$ cat src/rtl/fetch_pc_gen_pkg.sv
// Shared constants for the fetch PC generator: RV32 PC width, reset PC and
// the fetch FSM state encoding.
package fetch_pc_gen_pkg;

  localparam int unsigned RV32_PC_WIDTH = 32;
  localparam logic [RV32_PC_WIDTH-1:0] DEFAULT_PC = 32'h0000_0000;

  typedef enum logic [0:0] {
    S_BOOT = 1'b0,
    S_RUN  = 1'b1
  } fetch_state_e;

endpackage

$ cat src/rtl/fetch_pc_gen_mask_gen.sv
// Slot-to-mask decode for a fetch group: slot k and every later slot are
// valid, earlier slots belong to bytes before the group's entry point.
module fetch_mask_gen
  import fetch_pc_gen_pkg::*;
#(
  parameter int unsigned FETCH_WIDTH = 2,
  parameter int unsigned SLOT_W      = (FETCH_WIDTH > 1) ? $clog2(FETCH_WIDTH) : 1
) (
  input  logic [SLOT_W-1:0]      i_slot,
  output logic [FETCH_WIDTH-1:0] o_mask
);

  always_comb begin
    o_mask = '0;
    for (int k = 0; k < FETCH_WIDTH; k++) begin
      o_mask[k] = (k >= int'(i_slot));
    end
  end

endmodule

$ cat src/rtl/fetch_pc_gen.sv
// Fetch PC generator: one boot cycle after reset, then emits aligned fetch
// groups, advancing on fire and jumping on flush/redirect (flush wins).
module fetch_pc_gen
  import fetch_pc_gen_pkg::*;
#(
  parameter int unsigned PC_WIDTH    = RV32_PC_WIDTH,
  parameter int unsigned FETCH_WIDTH = 2,
  parameter logic [PC_WIDTH-1:0] DEFAULT_PC = PC_WIDTH'(fetch_pc_gen_pkg::DEFAULT_PC)
) (
  input  logic                   clk,
  input  logic                   rst_n,
  input  logic                   i_ready,
  input  logic                   i_flush,
  input  logic [PC_WIDTH-1:0]    i_flush_pc,
  input  logic                   i_redirect,
  input  logic [PC_WIDTH-1:0]    i_redirect_pc,
  output logic                   o_valid,
  output logic [PC_WIDTH-1:0]    o_pc,
  output logic [FETCH_WIDTH-1:0] o_mask,
  output logic                   o_new_stream,
  output fetch_state_e           o_dbg_state
);

  // Handshake: a group transfers (fire) on a rising edge where o_valid and
  // i_ready are both high; o_pc/o_mask/o_new_stream hold while o_valid & !i_ready.

  localparam int unsigned GROUP_BYTES = 4 * FETCH_WIDTH;
  localparam int unsigned OFF_BITS    = $clog2(GROUP_BYTES);
  localparam int unsigned SLOT_W      = (FETCH_WIDTH > 1) ? $clog2(FETCH_WIDTH) : 1;
  localparam logic [PC_WIDTH-1:0] GROUP_INC   = PC_WIDTH'(GROUP_BYTES);
  localparam logic [PC_WIDTH-1:0] ALIGN_MASK  = ~PC_WIDTH'(GROUP_BYTES - 1);

  fetch_state_e          r_state;
  fetch_state_e          w_state_next;
  logic [PC_WIDTH-1:0]   r_pc;
  logic [PC_WIDTH-1:0]   w_pc_next;
  logic                  r_new_stream;
  logic                  w_new_stream_next;
  logic                  w_fire;
  logic [SLOT_W-1:0]     w_slot;

  assign o_valid      = (r_state == S_RUN);
  assign o_pc         = r_pc;
  assign o_new_stream = r_new_stream;
  assign o_dbg_state  = r_state;
  assign w_fire       = o_valid & i_ready;

  generate
    if (FETCH_WIDTH > 1) begin : g_slot
      assign w_slot = r_pc[OFF_BITS-1:2];
    end else begin : g_slot_single
      assign w_slot = '0;
    end
  endgenerate

  always_comb begin
    w_state_next      = r_state;
    w_pc_next         = r_pc;
    w_new_stream_next = r_new_stream;
    // Redirect targets are word addresses; the low two bits are dropped.
    if (i_flush) begin
      w_state_next      = S_RUN;
      w_pc_next         = {i_flush_pc[PC_WIDTH-1:2], 2'b00};
      w_new_stream_next = 1'b1;
    end else if (i_redirect) begin
      w_state_next      = S_RUN;
      w_pc_next         = {i_redirect_pc[PC_WIDTH-1:2], 2'b00};
      w_new_stream_next = 1'b1;
    end else begin
      case (r_state)
        S_BOOT: w_state_next = S_RUN;
        S_RUN: begin
          if (w_fire) begin
            w_pc_next         = (r_pc & ALIGN_MASK) + GROUP_INC;
            w_new_stream_next = 1'b0;
          end
        end
        default: w_state_next = S_BOOT;
      endcase
    end
  end

  always_ff @(posedge clk) begin
    if (!rst_n) begin
      r_state      <= S_BOOT;
      r_pc         <= DEFAULT_PC;
      r_new_stream <= 1'b1;
    end else begin
      r_state      <= w_state_next;
      r_pc         <= w_pc_next;
      r_new_stream <= w_new_stream_next;
    end
  end

  fetch_mask_gen #(
    .FETCH_WIDTH (FETCH_WIDTH),
    .SLOT_W      (SLOT_W)
  ) u_mask_gen (
    .i_slot (w_slot),
    .o_mask (o_mask)
  );

endmodule
$ cat config.mk
export PLATFORM = sky130hd
export DESIGN_NAME = fetch_pc_gen
export DESIGN_NICKNAME = d
export VERILOG_FILES = /design/src/rtl/fetch_pc_gen_pkg.sv /design/src/rtl/fetch_pc_gen_mask_gen.sv /design/src/rtl/fetch_pc_gen.sv
export SDC_FILE = /design/constraint.sdc
export NUM_CORES = 1
export LEC_CHECK = 0
export ABC_AREA = 1
export ABC_CLOCK_PERIOD_IN_PS = 1750
export BUFFER_PORTS_ARGS = -buffer_cell sky130_fd_sc_hd__clkbuf_2
export CORE_ASPECT_RATIO = 1.1
export CORE_MARGIN = 5
export CORE_UTILIZATION = 47
export DETAILED_ROUTE_END_ITERATION = 10
export GPL_ROUTABILITY_DRIVEN = 0
export GPL_TIMING_DRIVEN = 1
export MAX_ROUTING_LAYER = met4
export PLACE_DENSITY_LB_ADDON = 0.12
export SYNTH_ARGS = -nofsm -noshare
export SYNTH_HDL_FRONTEND = slang
export SYNTH_HIERARCHICAL = 1
export SYNTH_SLANG_ARGS = --single-unit
$ cat constraint.sdc
create_clock -name clk -period 1.75 [get_ports clk]
set_clock_uncertainty 0.2 [all_clocks]
set_input_delay 0.0875 -clock clk [delete_from_list [all_inputs] [get_ports clk]]
set_output_delay 0.0875 -clock clk [all_outputs]
set_load 0.05 [all_outputs]
==> metrics.csv, run 1 <==
stage,metric,value,unit
route,remaining antenna violation count after routing,0,
setup_path,reg2reg start,o_pc[3],
run,maximum capacitance violations,0,
synthesis,adder-cell share of the synthesized area,0.5470,%
pwr,P_int,1.402,mW
die,Die Area,0.006363,sq mm
route,DR iter-0 viols,109,
pwr,worst vdd ir,469.3,uV
finish,Filler Cell Count,367,
route,final wirelength,8.448,mm
route,vias per cell,5.415,
die,boundary pin count,106,
pwr,pwr dens,624.5,mW/mm^2
pwr,leak pwr,1.539,nW
synthesis,mapped cell area,0.002287,sq mm
finish,"commonest non-fill, non-tap cell in the layout",clkbuf_2,
timing,Tmin final,1.655,ns
global_routing,All-Layer GR Usage,26.22,%
synthesis,multiplexer share of the synthesized area,0,%
finish,area delta synth->final,57.82,%
cts,CTS tree,yes,
synthesis,yosys warns,6,
placed_design,IO buf count,98,
timing,Max Clk Rate,604.3,MHz
hold_path,Hold Crit Class,primary input to register,
setup_path,Reg2Reg Setup Slack,0.1,ns
finish,# diodes,0,
setup_path,crit path to,o_pc[11],
timing,Final Max Slew Viols,0,
die,Die Wd,76.51,microns
pwr,clock power share,27.2,%
finish,area occupied by multi-input gates,0.001489,sq mm
synthesis,xor/xnor cell area share of the yosys netlist,1.149,%
setup_path,Worst Path Max Fanout,6,
timing,worst relative slew slack,61.92,%
synthesis,Post-synth EDFFs,0,
synthesis,asr flop ratio synth,0,%
pwr,net switching power,0.8516,mW
cts,CTS Sinks,32,
placed_design,Post-DP HPWL,5.177,mm
synthesis,Synth top area share,28.01,%
synthesis,synth top area cells,"dfxtp_1 28%, nand2_1 14%, a221oi_1 8.8%, nand3_1 7.7%, o21ai_0 6.6%",
status,status,"complete, no violations",
cts,total CTS buffers,5,
synthesis,largest family of logic cells by synthesized area,simple AND/OR/NAND/NOR gates,
timing,Setup Total Neg Slack,0,ns
route,DRC Markers,0,
timing,Final WS setup,0.09527,ns
synthesis,Synth area leader,dfxtp_1,
timing,Final setup viols,0,
setup_path,worst endpoint data arrival time,1.62,ns
global_routing,initial antenna violation count,0,
placed_design,Placement Setup Slack,0.08467,ns
timing,Tightest Pin Transition,0.5713,ns
synthesis,"Seq/Total Area, Yosys",28.01,%
die,chip height,83.17,microns
die,FP Rows,26,
timing,Final Cycle Share,94.56,%
route,1st-pass router iterations,4,
finish,Register Area,665.6,sq um
setup_path,Worst EP required,1.71,ns
timing,Hold WS,0.1022,ns
cts,clk slew on worst S/H paths,0.08,ns
synthesis,Post-Synthesis Cells,355,
cts,CTS max path bufs,2,
timing,RSZ-0062 raised after global routing,true,
global_routing,largest net degree at the start of global routing,33,
pwr,Seq pwr share,39.0,%
synthesis,Yosys reg bits,32,
pwr,total power,2.254,mW
synthesis,top_reg_cell synth,dfxtp_1,
finish,most frequent cells in the layout,"98 x clkbuf_2, 83 x nand2_1, 61 x dlygate4sd3_1, 35 x nand3_1, 30 x o21ai_0",
cts,worst skew pair latency,0.29,ns
setup_path,Critical R2R Capture,o_pc[11],
placed_design,Placed Instances,497,
global_routing,Congestion Overflow GR,0,
die,CORE AREA,0.004684,sq mm
route,vias,3076,
route,Avg WL per Cell,14.87,microns
synthesis,Cell variety after synth,31,
cts,H-tree depth,2,
setup_path,Setup crit end kind,register,
finish,layout cell share with drive strength beyond 1,32.03,%
timing,Hold Fails Final Rpt,0,
synthesis,post-synthesis simple-gate area fraction,34.19,%
synthesis,Syn Area/Cell,6.443,sq um
synthesis,Synth Area in Compound Gates,26.97,%
setup_path,critical path type,register to register,
pwr,Sw Share,37.78,%
global_routing,vias in the first global route,2995,
setup_path,crit path from,o_pc[3],
setup_path,Worst R2R Path Depth,9,
pwr,combinational fraction of design power,33.8,%
setup_path,CP startpoint kind,register,
global_routing,first-pass GRT wire length,13.70,mm
finish,Finished Layout Cells,568,
die,initial core utilization,48.82,%
cts,clock root buffer,clkbuf_8,
finish,count of nets after finishing,581,
-- metal layers --
metal  wire length (microns)  vias to the layer above  track usage, %
li1                        -                     1527               -
met1                    3290                     1413           29.07
met2                    4452                      113           47.20
met3                     506                       23           4.113
met4                     197                        0           9.062
met5                       0                        -               -
-- final cells by class --
cell class / count / area share [%]
Multi-Input combinational cell: 276 / 41.25
Timing Repair Buffer: 169 / 32.93
Sequential cell: 32 / 18.44
Inverter: 27 / 2.877
Clock buffer: 6 / 2.288
Tap cell: 56 / 1.941
Clock inverter: 2 / 0.2773
-- how the worst min path moves through the flow --
stage               slack [ns]             start      endpoint  depth (start not counted)
CTS                       0.09           i_flush       o_pc[7]                          4
finish                    0.10        i_redirect  o_new_stream                          4
floorplan                -0.08             rst_n   o_dbg_state                          0
global route              0.12           i_flush       o_pc[7]                          4
global placement          0.14     i_flush_pc[6]       o_pc[6]                          3
detailed placement        0.14  i_redirect_pc[7]       o_pc[7]                          3
-- critical path, cell delays in order (launching register included) --
cell and delay (ns):
dfxtp_4 0.37, ha_4 0.16, nand2_2 0.09, nor2_4 0.06
nand2_4 0.11, buf_4 0.12, inv_2 0.03, or2_2 0.26
nand3_1 0.07, a21oi_1 0.06
-- registers in the layout, indices dropped and copies added (netlist names) --
name and flops:
o_pc 30, o_dbg_state 1, o_new_stream 1
-- stage by stage --
step	instance area, sq um	utilization, %
after floorplan	2307	-
after global placement	2843	60.68
after detailed placement	2843	60.68
after CTS	3546	75.69
after global routing	3610	77.06
final	3610	77.06
-- timing repair --
action	in CTS	in global routing
setup buffers	0	2
hold endpoints to repair	31	0
hold buffers	61	0
resized for setup	0	15
setup endpoints to repair	0	13
-- power groups by stage --
stage / Combinational (mW) / Sequential [mW] / Clock, mW
global route: 0.816 / 0.890 / 0.654
global placement: 0.624 / 0.886 / 0
finish: 0.762 / 0.880 / 0.613
CTS: 0.742 / 0.872 / 0.612
floorplan: 0.242 / 1.08 / 0
detailed placement: 0.633 / 0.888 / 0
-- cell families (layout without fill, tap and decap cells) --
| group | after synthesis | count (layout) |
|---|---|---|
| AND/OR/NAND/NOR | 171 | 171 |
| AO/OA/AOI/OAI | 98 | 98 |
| buffers and inverters | 48 | 204 |
| flip-flops | 32 | 32 |
| XOR/XNOR | 3 | 3 |
| other | 2 | 3 |
| adder cells (fa/ha/maj) | 1 | 1 |
-- synthesized netlist by cell type (all sizes together) (3+ instances only) --
cell / n
nor2: 41
buf: 10
clkbuf: 11
inv: 27
o21ai: 31
a22oi: 3
dfxtp: 32
xnor2: 3
nand3: 35
nand2: 89
o21bai: 7
a221oi: 23
a21oi: 29
(Power assumes the default switching activity.)
==> run 2: changes to the inputs <==
--- a/config.mk
+++ b/config.mk
@@ -18,5 +18,4 @@
 export PLACE_DENSITY_LB_ADDON = 0.12
 export SYNTH_ARGS = -nofsm -noshare
 export SYNTH_HDL_FRONTEND = slang
-export SYNTH_HIERARCHICAL = 1
 export SYNTH_SLANG_ARGS = --single-unit
==> run 2 against run 1 <==
Net effect:
- fmax rose by 0.18%
- via count down 2.5%
- sequential share of layout area up 0.051 points
- sequential cell count stayed put
- clock-buffer cell count grew 2
- worst hold slack got worse by 0.063 ns
- clock power shrank 4.2%
- largest cell class unchanged
==> metrics.csv, run 2 <==
stage,metric,value,unit
status,status,"complete, no violations",
cts,Post-CTS Setup Bufs,0,
finish,# diodes,0,
setup_path,Setup crit end kind,register,
finish,max reg flops,30,
setup_path,CP max stage delay,0.35,ns
timing,Setup Total Neg Slack,0,ns
route,vias per cell,5.234,
finish,Filler Cell Count,378,
route,DR iter-0 viols,161,
die,boundary pin count,106,
die,Die Area,0.006369,sq mm
cts,CTS max path bufs,2,
global_routing,initial antenna violation count,0,
synthesis,yosys warns,0,
global_routing,All-Layer GR Usage,26.81,%
finish,area delta synth->final,57.21,%
setup_path,worst endpoint data arrival time,1.67,ns
setup_path,"Slowest-stage cell, CP",dfxtp_4,
finish,count of nets after finishing,586,
synthesis,synth cell count leaders,"87 x nand2_1, 35 x nor2_1, 32 x dfxtp_1, 32 x nand3_1, 32 x o21ai_0",
synthesis,top_reg_cell synth,dfxtp_1,
timing,Final setup viols,0,
synthesis,Yosys reg bits,32,
synthesis,Post-synth EDFFs,0,
die,chip height,83.21,microns
cts,total CTS buffers,5,
pwr,worst vdd ir,427.9,uV
setup_path,reg2reg start,o_pc[3],
global_routing,Congestion Overflow GR,0,
synthesis,synth top area cells,"dfxtp_1 28%, nand2_1 14%, a221oi_1 8.0%, nand3_1 7.0%, o21ai_0 7.0%",
route,DRC Markers,0,
placed_design,IO buf count,98,
die,CORE AREA,0.004684,sq mm
synthesis,"Seq/Total Area, Yosys",27.98,%
run,maximum capacitance violations,0,
setup_path,crit-path cells,ha_1 -> nand2_2 -> nor2_4 -> nand2_4 -> nor2_4 -> nand2_1 -> nand2_1 -> nand3_1 -> a21oi_1,
die,FP Rows,26,
global_routing,vias in the first global route,3017,
die,initial core utilization,48.88,%
route,final wirelength,8.316,mm
cts,H-tree depth,2,
global_routing,first-pass GRT wire length,14.00,mm
timing,Hold WS,0.03908,ns
finish,post-layout utilization of the core,76.84,%
finish,most frequent cells in the layout,"98 x clkbuf_2, 86 x nand2_1, 61 x dlygate4sd3_1",
timing,Tmin final,1.652,ns
die,Die Wd,76.55,microns
timing,Max Clk Rate,605.4,MHz
synthesis,most common cell in the synthesized netlist,nand2_1,
timing,Final Cycle Share,94.38,%
setup_path,Worst EP required,1.77,ns
global_routing,largest net degree at the start of global routing,33,
cts,worst skew pair latency,0.28,ns
synthesis,Post-Synthesis Cells,361,
hold_path,min-delay src,i_redirect,
placed_design,Post-DP HPWL,5.275,mm
finish,layout cell share with drive strength beyond 1,29.98,%
finish,"commonest non-fill, non-tap cell in the layout",clkbuf_2,
setup_path,Critical R2R Capture,o_pc[23],
synthesis,Synth top area share,27.98,%
timing,worst relative slew slack,60.46,%
pwr,pwr dens,617.0,mW/mm^2
pwr,leak pwr,1.553,nW
route,Avg WL per Cell,14.51,microns
setup_path,CP startpoint kind,register,
synthesis,Cell variety after synth,27,
hold_path,Worst Hold End,o_new_stream,
synthesis,Synth area leader,dfxtp_1,
setup_path,Worst R2R Path Depth,9,
cts,clock root buffer,clkbuf_8,
route,remaining antenna violation count after routing,0,
timing,Hold Fails Final Rpt,0,
setup_path,Worst Path Max Fanout,5,
timing,Tightest Pin Transition,0.5931,ns
hold_path,Hold Crit Class,primary input to register,
synthesis,Syn Area/Cell,6.343,sq um
synthesis,mapped cell area,0.002290,sq mm
setup_path,critical path type,register to register,
setup_path,Reg2Reg Setup Slack,0.1,ns
cts,CTS Sinks,32,
route,vias,2999,
synthesis,asr flop ratio synth,0,%
cts,clk slew on worst S/H paths,0.07,ns
route,1st-pass router iterations,5,
hold_path,WHS Path Cells,4,
timing,Final Max Slew Viols,0,
cts,CTS tree,yes,
==> run 2: cells by family (layout without fill, tap and decap cells) <==
kind of cell | Yosys count | after routing | synth area share (%)
other | 2 | 3 | 0.3280
adder cells (fa/ha/maj) | 1 | 1 | 0.5464
XOR/XNOR | 3 | 3 | 1.148
AO/OA/AOI/OAI | 100 | 100 | 26.94
flip-flops | 32 | 32 | 27.98
AND/OR/NAND/NOR | 172 | 172 | 33.61
buffers and inverters | 51 | 206 | 9.453
==> run 2: through the flow <==
stage | power, mW | cell area (sq um) | std cells | setup slack (ns)
after floorplan | 1.314 | 2316 | 362 | 0.001343
after global placement | 1.512 | 2874 | 504 | 0.07556
after global routing | 2.336 | 3600 | 573 | -0.004089
after CTS | 2.218 | 3575 | 573 | 0.03593
after detailed placement | 1.522 | 2874 | 504 | 0.02256
final | 2.221 | 3600 | 573 | 0.09832
==> run 2: repair_timing <==
item	CTS	global route
gates resized for setup	0	7
setup endpoints to repair	0	8
endpoints found under the hold margin	31	0
hold buffers	61	0
==> run 2: worst max-delay path by stage <==
stage	from	to	depth (start not counted)	slack (ns)
final	o_pc[3]	o_pc[23]	9	0.1
after CTS	o_pc[4]	o_pc[23]	9	0.04
after global placement	o_pc[3]	o_pc[23]	9	0.08
after detailed placement	o_pc[3]	o_pc[23]	9	0.02
after floorplan	o_pc[18]	o_pc[30]	7	0.001
after global routing	o_pc[4]	o_pc[29]	9	-0.004
==> run 2: layout make-up <==
cell class	instances	area, sq um	area share [%]
multi-input cells	279	1464	40.67
repair buffers	169	1201	33.37
inverters	29	108.9	3.024
well taps	56	70.07	1.946
clock buffers	8	90.09	2.503
flip-flops and latches	32	665.6	18.49
==> run 2: power breakdown <==
| group | internal (mW) | switching (mW) |
|---|---|---|
| clock | 0.320 | 0.266 |
| combinational | 0.297 | 0.465 |
| sequential | 0.794 | 0.0795 |
| total | 1.41 | 0.810 |
==> run 2: critical path, delay by kind of cell (launching register included) <==
family | cells | cell delay (ns)
compound gates | 1 | 0.12
fa+ha+maj | 1 | 0.18
flops | 1 | 0.35
simple gates | 7 | 0.73
==> run 2: layer usage <==
layer  wire [microns]  GRT usage [%]  share of wire [%]  vias to the layer above
li1                 -              -                  -                     1538
met5                0              -                  0                        -
met1             3221          29.09                 39                     1327
met2             4373          48.60                 53                      121
met3              593          6.169                7.1                       13
met4              129          7.154                1.6                        0
==> run 3: changes to the inputs <==
--- a/config.mk
+++ b/config.mk
@@ -5,12 +5,11 @@
 export SDC_FILE = /design/constraint.sdc
 export NUM_CORES = 1
 export LEC_CHECK = 0
-export ABC_AREA = 1
 export ABC_CLOCK_PERIOD_IN_PS = 1750
 export BUFFER_PORTS_ARGS = -buffer_cell sky130_fd_sc_hd__clkbuf_2
 export CORE_ASPECT_RATIO = 1.1
 export CORE_MARGIN = 5
-export CORE_UTILIZATION = 47
+export CORE_UTILIZATION = 49
 export DETAILED_ROUTE_END_ITERATION = 10
 export GPL_ROUTABILITY_DRIVEN = 0
 export GPL_TIMING_DRIVEN = 1
==> run 3 against run 2 <==
Net effect:
- the run now ends with negative setup slack left
- routed wire length grew 27%
- clock-buffer cell count fell by 2
- fmax is 6.4% lower
- register-to-register slack worse by 0.11 ns
- critical path depth fell by 5
- worst hold slack got worse by 0.034 ns
- critical path type unchanged
- critical endpoint is now o_pc[22]
- largest cell class unchanged
- largest power group unchanged
- highest routed layer unchanged
==> metrics.csv, run 3 <==
stage,metric,value,unit
finish,count of nets after finishing,553,
status,status,"complete, but fails checks",
synthesis,most common cell in the synthesized netlist,dfxtp_1,
synthesis,top_reg_cell synth,dfxtp_1,
die,initial core utilization,51.01,%
cts,clock root buffer,clkbuf_8,
setup_path,worst endpoint data arrival time,1.75,ns
setup_path,Worst path top cell family by delay,simple AND/OR/NAND/NOR gates,
route,remaining antenna violation count after routing,0,
synthesis,yosys warns,0,
cts,CTS tree,yes,
pwr,total power,2.339,mW
timing,Max Clk Rate,566.9,MHz
route,vias,3573,
setup_path,Setup crit end kind,register,
die,CORE AREA,0.005067,sq mm
placed_design,Post-DP HPWL,7.215,mm
hold_path,Hold Crit Class,primary input to register,
route,final wirelength,10.57,mm
die,FP Rows,27,
cts,total CTS buffers,5,
finish,final instance area,0.004005,sq mm
route,DR iter-0 viols,322,
cts,clk slew on worst S/H paths,0.08,ns
synthesis,synth cell count leaders,"32 x dfxtp_1, 30 x nand2_1, 15 x a21oi_1, 15 x nor2_1, 14 x nand4_1",
global_routing,largest net degree at the start of global routing,25,
setup_path,"Slowest-stage cell, CP",or4_4,
timing,worst relative slew slack,65.74,%
cts,worst skew pair latency,0.29,ns
synthesis,Cell variety after synth,64,
timing,Final WS setup,-0.01414,ns
synthesis,multiplexer share of the synthesized area,0.3872,%
global_routing,initial antenna violation count,0,
run,maximum capacitance violations,0,
pwr,worst vdd ir,532.6,uV
cts,CTS Sinks,32,
placed_design,IO buf count,98,
synthesis,adder-cell share of the synthesized area,0.4840,%
global_routing,All-Layer GR Usage,30.74,%
setup_path,CP max stage delay,0.53,ns
setup_path,critical path type,register to register,
synthesis,asr flop ratio synth,0,%
synthesis,Synth area leader,dfxtp_1,
placed_design,cell area after placement,0.003473,sq mm
finish,# diodes,0,
cts,H-tree depth,2,
finish,"commonest non-fill, non-tap cell in the layout",clkbuf_2,
pwr,pwr dens,584.1,mW/mm^2
setup_path,CP startpoint kind,register,
cts,CTS max path bufs,2,
finish,layout cell share with drive strength beyond 1,49.17,%
synthesis,Syn Area/Cell,7.929,sq um
finish,max reg flops,30,
die,boundary pin count,106,
synthesis,synth top area cells,"dfxtp_1 25%, nand2_1 4.4%, nand4_1 3.4%, a21oi_1 2.9%, a22o_1 2.7%",
timing,Hold Fails Final Rpt,0,
synthesis,Post-synth EDFFs,0,
global_routing,first-pass GRT wire length,16.42,mm
finish,Register Area,728.2,sq um
status,violated checks,negative setup slack,
pwr,leak pwr,1.698,nW
finish,most frequent cells in the layout,"98 x clkbuf_2, 57 x buf_4, 29 x nand2_1, 23 x dlygate4sd3_1, 21 x dfxtp_4",
timing,Setup Total Neg Slack,-0.02794,ns
timing,RSZ-0062 raised after global routing,true,
global_routing,Congestion Overflow GR,0,
synthesis,Synth top area share,24.78,%
finish,area occupied by multi-input gates,0.001861,sq mm
setup_path,crit-path cells,nand4_1 -> or4_4 -> o31ai_4 -> nor3_1,
die,Die Wd,79.25,microns
global_routing,vias in the first global route,3456,
synthesis,Synth Area in Compound Gates,32.38,%
timing,Final Cycle Share,100.8,%
finish,area delta synth->final,54.94,%
timing,Tmin final,1.764,ns
timing,Final Max Slew Viols,0,
synthesis,mapped cell area,0.002585,sq mm
synthesis,xor/xnor cell area share of the yosys netlist,0.3388,%
setup_path,buffer and inverter count on the worst path,0,
route,1st-pass router iterations,6,
synthesis,post-synthesis simple-gate area fraction,31.36,%
route,vias per cell,6.592,
die,Die Area,0.006829,sq mm
timing,Tightest Pin Transition,0.5134,ns
synthesis,"Seq/Total Area, Yosys",24.78,%
placed_design,Placement Setup Slack,-0.05142,ns
setup_path,Worst Path Max Fanout,6,
route,DRC Markers,0,
timing,Final setup viols,3,
setup_path,Worst EP required,1.73,ns
finish,Filler Cell Count,346,
die,chip height,86.18,microns
synthesis,largest family of logic cells by synthesized area,compound AO/OA/AOI/OAI gates,
synthesis,Post-Synthesis Cells,326,
synthesis,Yosys reg bits,32,
route,Avg WL per Cell,19.50,microns
## run 3: stage by stage
step	hold WS, ns	cells	utilization [%]
5_1_grt	0.02504	542	79.04
3_3_place_gp	0.1191	507	68.54
2_1_floorplan	-0.08481	327	-
6_report	0.004607	542	79.04
4_1_cts	0.002181	540	75.90
3_5_place_dp	0.1277	507	68.54
## run 3: worst reg2reg max path: cells and delay by family (launching register included)
family / cells / cell delay (ns)
AOI/OAI and AO/OA: 1 / 0.18
DFF: 1 / 0.40
and+or+nand+nor: 3 / 0.88
## run 3: cell families (layout without fill, tap and decap cells)
logic type,after synthesis,after routing
compound gates,111,111
xor+xnor,1,1
fa+ha+maj,1,1
buf+inv,44,201
flops,32,32
mux,1,1
other cells,2,3
simple gates,134,134
## run 3: power breakdown
group	total, mW	internal, mW	leakage, nW	switching (mW)
logic	0.782	0.310	1.36	0.472
clock network	0.723	0.423	0.0552	0.301
registers	0.834	0.767	0.280	0.0672
total	2.34	1.50	1.70	0.840
## run 3: area by class of cell
cell class | instances | share of cell area [%]
clock buffers | 6 | 1.812
clock inverters | 2 | 0.8747
multi-input cells | 251 | 46.45
inverters | 12 | 1.125
repair buffers | 181 | 29.74
flip-flops and latches | 32 | 18.18
well taps | 58 | 1.812
## run 3: repair_timing
| action | 4_1_cts | 5_1_grt |
|---|---|---|
| buffers inserted | 2 | 2 |
| pin swaps | 5 | 16 |
| hold endpoints to repair | 15 | 0 |
| cloned | 0 | 0 |
| resized for setup | 4 | 33 |
| endpoints found under the setup margin | 8 | 20 |
| hold buffers | 23 | 0 |
## run 3: layer usage
metal | vias up | GRT usage, % | wire, microns
li1 | 1607 | - | -
met1 | 1671 | 33.78 | 3909
met2 | 241 | 54.59 | 5290
met3 | 54 | 4.990 | 944
met4 | 0 | 13.28 | 423
met5 | - | - | 0
## run 3: worst paths after layout
path	from	to	slack, ns	cells past startpoint
setup / recovery	o_pc[7]	o_pc[22]	-0.01	4
hold / removal	i_flush_pc[8]	o_pc[8]	0.005	3
setup reg to reg	o_pc[7]	o_pc[22]	-0.01	4
hold reg to reg	o_new_stream	o_new_stream	0.29	2
